[config.mk]
export PLATFORM = sky130hd
export DESIGN_NAME = pacman_mover
export DESIGN_NICKNAME = d
export VERILOG_FILES = /design/src/rtl/pacman_mover.sv
export SDC_FILE = /design/constraint.sdc
export NUM_CORES = 1
export LEC_CHECK = 0
export ABC_AREA = 1
export BUFFER_PORTS_ARGS = -buffer_cell sky130_fd_sc_hd__buf_2
export CORE_MARGIN = 5
export CORE_UTILIZATION = 32
export DETAILED_ROUTE_END_ITERATION = 10
export HOLD_SLACK_MARGIN = 0.06
export PLACE_DENSITY = 0.6
export SLEW_MARGIN = 20
export SYNTH_ARGS = -nofsm -noshare
export SYNTH_HDL_FRONTEND = slang
export SYNTH_SLANG_ARGS = --single-unit
[constraint.sdc]
create_clock -name clk -period 1.7 [get_ports clk]
set_clock_uncertainty 0.1 [all_clocks]
set_input_delay 0.085 -clock clk [delete_from_list [all_inputs] [get_ports clk]]
set_output_delay 0.085 -clock clk [all_outputs]
set_load 0.02 [all_outputs]
[src/rtl/pacman_mover.sv]
// pacman_mover -- player movement stage feeding ghost_controller.
// Turns level-sensitive direction keys into grid coordinates. Once every
// MOVE_PERIOD clocks it tries the buffered turn; if that is blocked (or
// nothing is buffered) it continues straight in the current heading.
// Walls are looked up through a 1-cycle-latency wall memory read port.
// Horizontal edges wrap (tunnel); vertical edges act as walls.
//
// Ports:
//   clk, reset                  system clock, synchronous active-high reset
//   key_up/right/down/left      level-sensitive direction requests
//   wall_rd_en                  wall memory read strobe
//   wall_rd_x, wall_rd_y        read address (x already wrapped); held when idle
//   wall_is_wall                1 = wall, valid the cycle after wall_rd_en
//   pacman_x, pacman_y          current grid position
//   pacman_dir                  current heading: 0 up, 1 right, 2 down, 3 left
//   moved                       1-cycle pulse in the first cycle a new position shows
module pacman_mover #(
  parameter int GRID_W      = 20,
  parameter int GRID_H      = 20,
  parameter int START_X     = 1,
  parameter int START_Y     = 1,
  parameter int MOVE_PERIOD = 8
) (
  input  logic       clk,
  input  logic       reset,
  input  logic       key_up,
  input  logic       key_right,
  input  logic       key_down,
  input  logic       key_left,
  output logic       wall_rd_en,
  output logic [4:0] wall_rd_x,
  output logic [4:0] wall_rd_y,
  input  logic       wall_is_wall,
  output logic [4:0] pacman_x,
  output logic [4:0] pacman_y,
  output logic [1:0] pacman_dir,
  output logic       moved
);

  if (MOVE_PERIOD < 6) begin : g_period_check
    $error("pacman_mover: MOVE_PERIOD must be >= 6");
  end

  localparam int CW = $clog2(MOVE_PERIOD);

  typedef enum logic [2:0] {IDLE, REQ_Q, WAIT_Q, REQ_C, WAIT_C} state_t;

  typedef struct packed {
    logic       blocked;
    logic [4:0] x;
    logic [4:0] y;
  } nb_t;

  // Neighbouring cell in a direction; vertical grid edges report blocked.
  function automatic nb_t neighbour(input logic [1:0] dir, input logic [4:0] x,
                                    input logic [4:0] y);
    nb_t n;
    n.blocked = 1'b0;
    n.x       = x;
    n.y       = y;
    case (dir)
      2'd0: if (y == 5'd0) n.blocked = 1'b1; else n.y = y - 5'd1;
      2'd1: n.x = (x == 5'(GRID_W - 1)) ? '0 : x + 5'd1;
      2'd2: if (y == 5'(GRID_H - 1)) n.blocked = 1'b1; else n.y = y + 5'd1;
      default: n.x = (x == 5'd0) ? 5'(GRID_W - 1) : x - 5'd1;
    endcase
    return n;
  endfunction

  state_t        state, state_n;
  logic [CW-1:0] tick_cnt;
  logic          tick;
  logic          queued_valid;
  logic [1:0]    queued_dir;
  logic [1:0]    req_dir;
  logic [4:0]    addr_x_q, addr_y_q;
  logic          any_key;
  logic [1:0]    key_dir;
  logic          commit, take_q;
  nb_t           nb_q, nb_c;

  assign tick = (tick_cnt == CW'(MOVE_PERIOD - 1));
  assign nb_q = neighbour(queued_dir, pacman_x, pacman_y);
  assign nb_c = neighbour(pacman_dir, pacman_x, pacman_y);

  always_comb begin
    any_key = key_up | key_right | key_down | key_left;
    key_dir = 2'd3;
    if (key_up)         key_dir = 2'd0;
    else if (key_right) key_dir = 2'd1;
    else if (key_down)  key_dir = 2'd2;
  end

  // State register
  always_ff @(posedge clk) begin
    if (reset) state <= IDLE;
    else       state <= state_n;
  end

  // Next-state logic; a blocked vertical edge skips the read as if it hit a wall.
  always_comb begin
    state_n = state;
    case (state)
      IDLE:    if (tick) state_n = queued_valid ? REQ_Q : REQ_C;
      REQ_Q:   state_n = nb_q.blocked ? REQ_C : WAIT_Q;
      WAIT_Q:  state_n = wall_is_wall ? REQ_C : IDLE;
      REQ_C:   state_n = nb_c.blocked ? IDLE : WAIT_C;
      WAIT_C:  state_n = IDLE;
      default: state_n = IDLE;
    endcase
  end

  // Outputs: read strobe/address and move commit controls.
  always_comb begin
    wall_rd_en = 1'b0;
    wall_rd_x  = addr_x_q;
    wall_rd_y  = addr_y_q;
    commit     = 1'b0;
    take_q     = 1'b0;
    case (state)
      REQ_Q: if (!nb_q.blocked) begin
        wall_rd_en = 1'b1;
        wall_rd_x  = nb_q.x;
        wall_rd_y  = nb_q.y;
      end
      REQ_C: if (!nb_c.blocked) begin
        wall_rd_en = 1'b1;
        wall_rd_x  = nb_c.x;
        wall_rd_y  = nb_c.y;
      end
      WAIT_Q: if (!wall_is_wall) begin
        commit = 1'b1;
        take_q = 1'b1;
      end
      WAIT_C: if (!wall_is_wall) commit = 1'b1;
      default: ;
    endcase
  end

  // Datapath. The committed target is the latched read address rather than a
  // recomputed neighbour, so a key arriving mid-attempt cannot skew the move.
  always_ff @(posedge clk) begin
    if (reset) begin
      tick_cnt     <= '0;
      queued_valid <= 1'b0;
      queued_dir   <= '0;
      req_dir      <= '0;
      addr_x_q     <= '0;
      addr_y_q     <= '0;
      pacman_x     <= 5'(START_X);
      pacman_y     <= 5'(START_Y);
      pacman_dir   <= 2'd3;
      moved        <= 1'b0;
    end else begin
      tick_cnt <= tick ? '0 : tick_cnt + CW'(1);
      if (wall_rd_en) begin
        addr_x_q <= wall_rd_x;
        addr_y_q <= wall_rd_y;
      end
      if (state == REQ_Q) req_dir <= queued_dir;
      if (commit) begin
        pacman_x <= addr_x_q;
        pacman_y <= addr_y_q;
      end
      if (take_q) pacman_dir <= req_dir;
      moved <= commit;
      // A key in the consuming cycle overrides the clear.
      if (any_key) begin
        queued_valid <= 1'b1;
        queued_dir   <= key_dir;
      end else if (take_q) begin
        queued_valid <= 1'b0;
      end
    end
  end

endmodule
==> impl_metrics.tcl <==
set metrics [dict create \
    status "finished, violations left" \
    violations "negative setup slack" \
    netlist.area_leader.share 0.280 \
    critPathMaxStageDelay_ps 390 \
    grt_pass1_vias 2683 \
    place_ws_ps -154 \
    ant_nets 0 \
    p_sw_frac 0.274 \
    synth_area_per_cell_sq_um 6.31 \
    numPortBuffers 30 \
    grt_max_degree 14 \
    pwr-share-comb 0.126 \
    timing.slew.headroom 0.771 \
    synthCells 385 \
    cell_internal_pwr_mw 1.22 \
    drt_wl_total_mm 8.02 \
    filler_cell_count 720 \
    antenna_found_initial 0 \
    cts_tree "yes" \
    area_growth_pct 48.3 \
    rsz0062_at_grt "true" \
    grt-ovfl-total 0 \
    end_kind "output pin" \
    cp-start-kind "flop" \
    die_x_um 97.1 \
    hold_path.class "in -> reg" \
    critPathRequiredTime_ps 1510 \
    power.total_mw 1.68 \
    worst_slew_pin_slew_ps 341 \
    yosysSeqAreaShare 0.280 \
    r2r-start "pacman_y[0]$_SDFFE_PP1P_" \
    ys_ff_latch 34 \
    ios 31 \
    routabilityCongestion 0.924 \
    fin_area_sq_mm 0.00360 \
    drive_gt1_frac 0.389 \
    antenna_cells 0 \
    ys_types 34 \
    cts_sinks 34 \
    dr.first_iter.drc_count 242 \
    vias 2806 \
    worstHoldStart "reset" \
    irDropWorstVdd_mv 0.404 \
    syn_area_sq_mm 0.00243 \
    syn-num-nets 398 \
    path_max_fanout 8 \
    drtPass1Iterations 6 \
    power_frac_clock 0.389 \
    cp_top_family "simple AND/OR/NAND/NOR gates" \
    hold-worst-slack_ps 63.1 \
    die_y_um 97.1 \
    drv_slew 0 \
    fp.coreArea_sq_mm 0.00733 \
    hpwl_mm 6.08 \
    cpMostUsedCell "nand3_4" \
    drc 0 \
    p_leak_nw 1.71 \
    cts.path.max_buffers 2 \
    fin_crit_ps 1960 \
    cts_buffers 5 \
    setup_slack_ps -261 \
    drv_cap 0 \
    finalCritPeriodShare 1.15 \
    hold_viol_final 0 \
    avgRoutedWirePerCell_um 14.0 \
    cts_root_buf "clkbuf_8" \
    slowest_stage "dfxtp_4" \
    crit_chain "ha_4 > nand2_4 > inv_6 > nand3_4 > nand3_4 > inv_4 > a21oi_4 > nand3_2 > buf_6" \
    grt_pass1_wl_mm 13.4 \
    yosys_warnings 0 \
    synth_edf_count 0 \
    initial_utilization 0.331 \
    ff2ff_setup_slack_ps 10 \
    synthTopCellsByArea "dfxtp_1 (28%), nand2_1 (18%), nand3_1 (8.2%)" \
    power_density_mw_per_mm2 467 \
    seq_power_share 0.485 \
    crit_buf_inv 3 \
    synth_top_area_cell "dfxtp_1" \
    synth_ff_type "dfxtp_1" \
    startpoint "pacman_y[0]$_SDFFE_PP1P_" \
    p_sw_mw 0.461 \
    dpl_cell_area_sq_mm 0.00305 \
    clkLatencyLatePin_ps 290 \
    htree_levels 2 \
    dieArea_sq_mm 0.00943 \
    ys_async_sr_fraction 0 \
    grt.total_usage 0.173 \
    postLayoutCoreUtil 0.491 \
    fin_nets 485 \
    clk_pin_slew_ps 80 \
    rows 31 \
    vias_per_cell 4.91 \
    critPathArrivalTime_ps 1780 \
    crit_type "reg -> out" \
    max_freq_mhz 510 \
    setup_viol 11 \
]
[sequential cells by signal, summed over array words and instances, names as in the netlist]
| register | cells |
|---|---|
| addr_x_q | 5 |
| pacman_y | 5 |
| state | 3 |
| addr_y_q | 5 |
| tick_cnt | 3 |
| pacman_x | 5 |
| moved | 1 |
| req_dir | 2 |
| queued_dir | 2 |
| pacman_dir | 2 |
| queued_valid | 1 |
[worst register-to-register path, stage by stage (launching register included)]
cell and delay, ps:
dfxtp_4 370, ha_4 180, nand2_4 80, inv_6 50, nand3_4 90, nand3_4 170, nor2_2 120, nand2_1 70
nand2_2 80, nand2_2 70, buf_4 140, a21oi_2 100
[per-layer routing]
layer / GRT usage / routed length (um) / vias to the layer above
met4: 0.0529 / 136 / 0
met1: 0.222 / 3550 / 1261
met2: 0.287 / 3830 / 112
met5: 0 / 0 / -
met3: 0.0409 / 500 / 12
li1: - / - / 1421
[power groups by stage]
| stage | combinational (mW) | sequential [mW] | clock (mW) |
|---|---|---|---|
| 4_1_cts | 0.205 | 0.817 | 0.671 |
| 2_1_floorplan | 0.106 | 0.837 | 0 |
| 3_3_place_gp | 0.185 | 0.835 | 0 |
| 6_report | 0.212 | 0.815 | 0.653 |
| 5_1_grt | 0.232 | 0.817 | 0.721 |
| 3_5_place_dp | 0.183 | 0.836 | 0 |
[placed cells by master (no fill, tap or decap), drive strengths merged, types with 2 or more instances in the layout]
cell and count:
nor2 46, clkbuf 6, xor2 3, dlygate4sd3 5, ha 6, a21oi 29, o211ai 4, or2 2
clkinv 2, buf 84, nand3 49, nand2 123, nor3 4, inv 48, dfxtp 34, o21ai 15
nand4 9
[logic make-up (layout without fill, tap and decap cells)]
group	count (synthesis)	after routing	share of synthesized area
compound gates	50	50	0.113
flops	34	34	0.280
fa+ha+maj	6	6	0.0309
xor+xnor	3	3	0.0108
buf+inv	58	146	0.100
simple gates	234	234	0.464
[synthesized netlist by cell type (2+ instances only)]
cell type and count:
nand4_1 7, nand3_1 40, ha_1 6, o21ai_1 2, inv_1 39, o21ai_0 13, nor2_1 37, nand2_1 119
o211ai_1 4, dfxtp_1 34, inv_2 8, nor3_1 4, nand2_4 3, nand3_2 8, nor2_2 3, xor2_1 3
buf_2 3, nor2_4 6, or2_2 2, buf_4 3, a21oi_1 28
[repair_timing]
action,in CTS,in global routing
hold buffers,5,0
endpoints found under the hold margin,3,0
setup endpoints to repair,17,15
pin swaps,22,19
cloned,0,0
resized for setup,67,19
buffers inserted,9,3
[layout make-up]
class	count	area, sq um	area share
clock buffer	6	82.6	0.0229
clock inverter	2	11.3	0.00313
inverter	49	213	0.0591
multi-input combinational	293	1760	0.488
sequential	34	703	0.195
tap	99	124	0.0344
timing repair buffer	89	709	0.197
[metrics by stage]
step	cells	setup TNS [ps]
finish	572	-2560
global route	572	-3620
CTS	569	-2530
detailed placement	547	-780
global placement	547	-814
floorplan	385	-22.4
[worst paths after layout]
path,endpoint,cells after the start
setup / recovery,wall_rd_x[1],9
hold reg to reg,tick_cnt[0]$_SDFF_PP0_,1
hold / removal,addr_x_q[4]$_SDFFE_PP0P_,3
setup reg to reg,addr_x_q[3]$_SDFFE_PP0P_,11
No activity file was read; power rests on OpenSTA's default activity.
